**config.mk**
```make
export PLATFORM = sky130hd
export DESIGN_NAME = colour_pwm_driver
export DESIGN_NICKNAME = d
export VERILOG_FILES = /design/src/rtl/lights_pkg.sv /design/src/rtl/colour_pwm_driver_pwm_channel.sv /design/src/rtl/colour_pwm_driver.sv
export SDC_FILE = /design/constraint.sdc
export NUM_CORES = 1
export LEC_CHECK = 0
export BUFFER_PORTS_ARGS = -buffer_cell sky130_fd_sc_hd__buf_2
export CAP_MARGIN = 20
export CORE_ASPECT_RATIO = 1.25
export CORE_MARGIN = 8
export CORE_UTILIZATION = 29
export DETAILED_ROUTE_END_ITERATION = 16
export PLACE_DENSITY = 0.52
export SETUP_SLACK_MARGIN = 0.4
export SYNTH_ARGS = -nofsm -noshare
export SYNTH_HDL_FRONTEND = slang
export SYNTH_SLANG_ARGS = --single-unit
```
**constraint.sdc**
```tcl
create_clock -name clk -period 8.4 [get_ports clk]
set_input_delay 1.26 -clock clk [delete_from_list [all_inputs] [get_ports clk]]
set_output_delay 1.26 -clock clk [all_outputs]
set_load 0.02 [all_outputs]
```
**src/rtl/lights_pkg.sv**
```systemverilog
// Colour-code constants shared by the LIGHTS block and its PWM driver.
// The bit indices select a channel; the codes name the two extreme colours.
package lights_pkg;

  localparam int unsigned COLOUR_R = 2;
  localparam int unsigned COLOUR_G = 1;
  localparam int unsigned COLOUR_B = 0;

  localparam logic [2:0] COLOUR_OFF   = 3'b000;
  localparam logic [2:0] COLOUR_WHITE = 3'b111;

endpackage

```
**src/rtl/colour_pwm_driver_pwm_channel.sv**
```systemverilog
// One LED channel: the duty register, the saturating linear ramp toward the
// target, and the registered PWM compare against the shared period counter.
module pwm_channel
  import lights_pkg::*;
#(
  parameter int PWM_W = 8,
  parameter int STEP  = 8
) (
  input  logic             clk,
  input  logic             rst_n,
  input  logic [PWM_W-1:0] cnt_i,
  input  logic             boundary_i,
  input  logic             enable_i,
  input  logic [PWM_W-1:0] target_i,
  output logic             led_o,
  output logic             busy_o
);

  localparam int EW       = PWM_W + 1;
  localparam int STEP_SAT = (STEP > (2 ** PWM_W)) ? (2 ** PWM_W) : STEP;

  logic [PWM_W-1:0] duty_q, duty_d;
  logic             led_q, led_d;
  logic [EW-1:0]    dutyExt, targetExt, diff, delta;

  // The step is clipped to the remaining distance, so the ramp lands exactly on the target.
  always_comb begin
    duty_d    = duty_q;
    dutyExt   = {1'b0, duty_q};
    targetExt = {1'b0, target_i};
    if (dutyExt < targetExt) begin
      diff = targetExt - dutyExt;
    end else begin
      diff = dutyExt - targetExt;
    end
    delta = (diff < EW'(STEP_SAT)) ? diff : EW'(STEP_SAT);
    if (boundary_i && enable_i) begin
      if (dutyExt < targetExt) begin
        duty_d = PWM_W'(dutyExt + delta);
      end else if (dutyExt > targetExt) begin
        duty_d = PWM_W'(dutyExt - delta);
      end
    end
    led_d = enable_i && (cnt_i < duty_q);
  end

  always_ff @(posedge clk) begin
    if (!rst_n) begin
      duty_q <= '0;
      led_q  <= 1'b0;
    end else begin
      duty_q <= duty_d;
      led_q  <= led_d;
    end
  end

  assign led_o  = led_q;
  assign busy_o = (duty_q != target_i);

endmodule

```
**src/rtl/colour_pwm_driver.sv**
```systemverilog
// Drives the RGB LED pins from the 3-bit colour code, cross-fading each
// channel linearly between brightness levels one bounded step per PWM period.
module colour_pwm_driver
  import lights_pkg::*;
#(
  parameter int PWM_W    = 8,
  parameter int MAX_DUTY = 255,
  parameter int STEP     = 8,
  parameter int DIV      = 1
) (
  input  logic       clk,
  input  logic       rst_n,
  input  logic [2:0] colour,
  input  logic       enable,
  output logic       led_r,
  output logic       led_g,
  output logic       led_b,
  output logic       busy
);

  localparam int PRE_W = (DIV > 1) ? $clog2(DIV) : 1;
  localparam logic [PWM_W-1:0] CNT_LAST = PWM_W'((2 ** PWM_W) - 2);
  localparam logic [PWM_W-1:0] FULL     = PWM_W'(MAX_DUTY);

  logic [2:0]       colour_q;
  logic [PRE_W-1:0] pre_q, pre_d;
  logic [PWM_W-1:0] cnt_q, cnt_d;
  logic             tick, boundary;
  logic [2:0]       chLed, chBusy;
  logic [PWM_W-1:0] targetR, targetG, targetB;

  // Disabling parks the prescaler and counter at 0 so re-enabling starts a clean period.
  always_comb begin
    pre_d    = pre_q;
    cnt_d    = cnt_q;
    tick     = enable && (pre_q == PRE_W'(DIV - 1));
    boundary = tick && (cnt_q == CNT_LAST);
    if (!enable) begin
      pre_d = '0;
      cnt_d = '0;
    end else begin
      pre_d = tick ? '0 : pre_q + 1'b1;
      if (tick) begin
        cnt_d = (cnt_q == CNT_LAST) ? '0 : cnt_q + 1'b1;
      end
    end
  end

  always_ff @(posedge clk) begin
    if (!rst_n) begin
      colour_q <= COLOUR_OFF;
      pre_q    <= '0;
      cnt_q    <= '0;
    end else begin
      colour_q <= colour;
      pre_q    <= pre_d;
      cnt_q    <= cnt_d;
    end
  end

  assign targetR = colour_q[COLOUR_R] ? FULL : '0;
  assign targetG = colour_q[COLOUR_G] ? FULL : '0;
  assign targetB = colour_q[COLOUR_B] ? FULL : '0;

  pwm_channel #(.PWM_W(PWM_W), .STEP(STEP)) u_red (
    .clk(clk), .rst_n(rst_n), .cnt_i(cnt_q), .boundary_i(boundary),
    .enable_i(enable), .target_i(targetR),
    .led_o(chLed[COLOUR_R]), .busy_o(chBusy[COLOUR_R])
  );

  pwm_channel #(.PWM_W(PWM_W), .STEP(STEP)) u_green (
    .clk(clk), .rst_n(rst_n), .cnt_i(cnt_q), .boundary_i(boundary),
    .enable_i(enable), .target_i(targetG),
    .led_o(chLed[COLOUR_G]), .busy_o(chBusy[COLOUR_G])
  );

  pwm_channel #(.PWM_W(PWM_W), .STEP(STEP)) u_blue (
    .clk(clk), .rst_n(rst_n), .cnt_i(cnt_q), .boundary_i(boundary),
    .enable_i(enable), .target_i(targetB),
    .led_o(chLed[COLOUR_B]), .busy_o(chBusy[COLOUR_B])
  );

  assign led_r = chLed[COLOUR_R];
  assign led_g = chLed[COLOUR_G];
  assign led_b = chLed[COLOUR_B];
  assign busy  = |chBusy;

endmodule

```
==> metrics.yaml <==
die:
  die-area_sq_mm: 0.0233
  die_height_microns: 169
  die_width_microns: 138
  floorplan.core_area_sq_mm: 0.0185
  initial_core_util: 0.292
  fp-row-count: 56
  ios: 10
setup_path:
  cp_max_fo: 12
  worst_ep_required_time_ns: 8.54
  setup.worst_path.class: "reg2reg"
  timing.critical_path.from_type: "register"
  worst-endpoint-arrival_ns: 6.32
  endpoint_class_of_the_critical_path: "register"
global_route:
  grt_start_max_net_pins: 24
  grt_pass1_wl_microns: 22400
  grt.total_usage: 0.113
  via_count_of_the_first_global_routing_pass: 4582
  antenna_found_initial: 0
  global_route_total_overflow: 0
power_and_ir_drop:
  power.leakage_nw: 2.38
  power.density_mw_per_mm2: 93.2
  ir_drop_mv: 0.0654
sta:
  drv_slew: 0
  setup_tns_ns: 0
  final_min_period_over_clock_period: 0.736
  setup_violations: 0
  timing.slew.headroom: 0.326
  fmax_mhz: 162
  timing.clock.skew_ns: 0.00635
  finalHoldViolCount: 0
  post-route-min-period_ns: 6.18
  setup_repair_after_global_routing_missed_its_margin: "no"
  worstMarginPinSlew_ns: 1.01
placement:
  place.detailed.hpwl_microns: 10800
  inst_count_dp: 902
  place.port_buffers: 9
  globalplace.congestion: 0.794
synthesis:
  number_of_synthesized_register_bits: 39
  netlist-cell-type-count: 68
  syn_avg_cell_area_sq_um: 7.93
  yosysWarnings: 0
  netlist_area_sq_mm: 0.00541
  synth_sequential_area_ratio: 0.144
  post_synth_inst_count: 682
  syn_nets: 792
  synth_edf_count: 0
  asyncSetResetFlopFracSynth: 0
  ys.flop_type: "dfxtp_1"
clock_tree:
  cts-resized-gates: 0
  worst_setup_hold_path_clk_slew_ns: 0.06
  cts_buffers: 5
  cts_setup_buffers: 0
  clock_tree.buffer_depth: 2
  cts_hold_buffers: 0
  cts_root_buf: "clkbuf_16"
  worstSkewPairLatency_ns: 0.29
  tritoncts: "done"
  numClockSinks: 39
  htree_num_levels: 2
drt:
  final_antenna_net_count: 0
  wl_per_cell_microns: 14.8
  first_iter_violations: 197
  routed_wl_microns: 13500
  drcViolationCount: 0
  dr.pass1.iters: 4
  vias: 4626
  vias_per_cell: 5.09
run:
  maxCapViolCount: 0
cells_and_area:
  fin_cells: 909
  most_used_cells_in_the_layout_excluding_fill_and_tap_cells: "95 x ha_1, 67 x nor2_1, 54 x a21oi_1"
  commonest_non_fill_non_tap_cell_in_the_layout: "ha_1"
  drive_above_1_share: 0.0606
  filler_cell_count: 2026
  num_antenna_cells: 0
  synthToLayoutAreaGrowth_pct: 7.29
  utilization: 0.314
  layout.nets: 787
outcome:
  result_of_the_run: "completed"
min_path:
  hp-class: "reg2reg"
-- through the flow --
step | hold slack [ns] | total power, mW | cell area (sq um) | setup WS (ns)
4_1_cts | 0.464 | 0.548 | 5800 | 2.15
3_5_place_dp | 0.457 | 0.348 | 5660 | 2.14
6_report | 0.458 | 0.541 | 5800 | 2.22
3_3_place_gp | 0.455 | 0.350 | 5660 | 2.20
5_1_grt | 0.488 | 0.573 | 5800 | 1.46
2_1_floorplan | 0.425 | 0.317 | 5410 | 3.25
-- critical path, stage by stage (launching register included) --
cell       delay [ns]
dfxtp_1          0.64
inv_1            0.31
ha_1             0.64
o2111ai_2        0.34
a32oi_4          0.50
o311ai_1         0.23
nor4b_4          0.43
nand2_1          0.23
or2_1            0.30
ha_1             0.28
a21oi_1          0.26
ha_1             0.28
nor2b_1          0.12
o21ai_0          0.19
a21boi_0         0.15
o21ai_0          0.22
a21oi_1          0.16
and3_1           0.22
a211oi_1         0.29
a21o_1           0.17
a21oi_2          0.05
-- kinds of logic after synthesis --
logic type / count (synthesis) / share of synthesized area
AO/OA/AOI/OAI: 201 / 0.263
XOR/XNOR: 39 / 0.0632
adder cells (fa/ha/maj): 104 / 0.253
buffers and inverters: 73 / 0.0532
flip-flops: 39 / 0.144
multiplexers: 9 / 0.0167
other: 1 / 0.000693
AND/OR/NAND/NOR: 216 / 0.206
-- cell type report --
class | instances | area (sq um) | share of cell area
Inverter | 50 | 188 | 0.0323
Clock inverter | 1 | 5.00 | 0.000863
Multi-Input combinational cell | 570 | 4340 | 0.748
Sequential cell | 39 | 781 | 0.135
Clock buffer | 6 | 139 | 0.0239
Tap cell | 232 | 290 | 0.0500
Timing Repair Buffer | 11 | 60.1 | 0.0104
-- synthesized netlist by cell type (all sizes together), types with 14 or more instances --
cell type,count,share of area
ha,95,0.22
nor2,67,0.047
a21oi,58,0.058
inv,50,0.035
dfxtp,39,0.14
nand2,37,0.026
o21ai,33,0.031
a21o,29,0.040
nor2b,24,0.029
xor2,21,0.034
xnor2,18,0.029
nor3,17,0.016
a211oi,16,0.022
clkbuf,14,0.0097
o21a,14,0.019
-- power by group --
part | internal, mW | switching, mW | leakage (nW)
Clock | 0.116 | 0.0790 | 0.0727
Sequential | 0.187 | 0.00433 | 0.316
Combinational | 0.0655 | 0.0890 | 1.99
Total | 0.368 | 0.172 | 2.38
-- layer usage --
metal / vias to the layer above / wire (microns) / global-route usage
met1: 2131 / 6110 / 0.131
li1: 2431 / - / -
met3: 18 / 229 / 0.00981
met4: 0 / 297 / 0.0431
met5: - / 0 / 0
met2: 46 / 6830 / 0.211
-- state kept, by name, summed over array words and instances (netlist names) --
signal and flops:
u_green.duty_q 8, u_red.led_o 1, u_blue.duty_q 8, cnt_q 8
colour_q 3, u_green.led_o 1, pre_q 1, u_blue.led_o 1
u_red.duty_q 8
-- worst paths after layout --
| path | start | slack, ns | endpoint | cells after the start |
|---|---|---|---|---|
| max | colour_q[2]$_SDFF_PN0_ | 2.22 | u_red.duty_q[7]$_SDFFE_PN0P_ | 20 |
| max reg2reg | colour_q[2]$_SDFF_PN0_ | 2.22 | u_red.duty_q[7]$_SDFFE_PN0P_ | 20 |
| min | pre_q$_SDFF_PP0_ | 0.46 | cnt_q[1]$_SDFFE_PN0P_ | 1 |
| min reg2reg | pre_q$_SDFF_PP0_ | 0.46 | cnt_q[1]$_SDFFE_PN0P_ | 1 |
(Power assumes the default switching activity.)
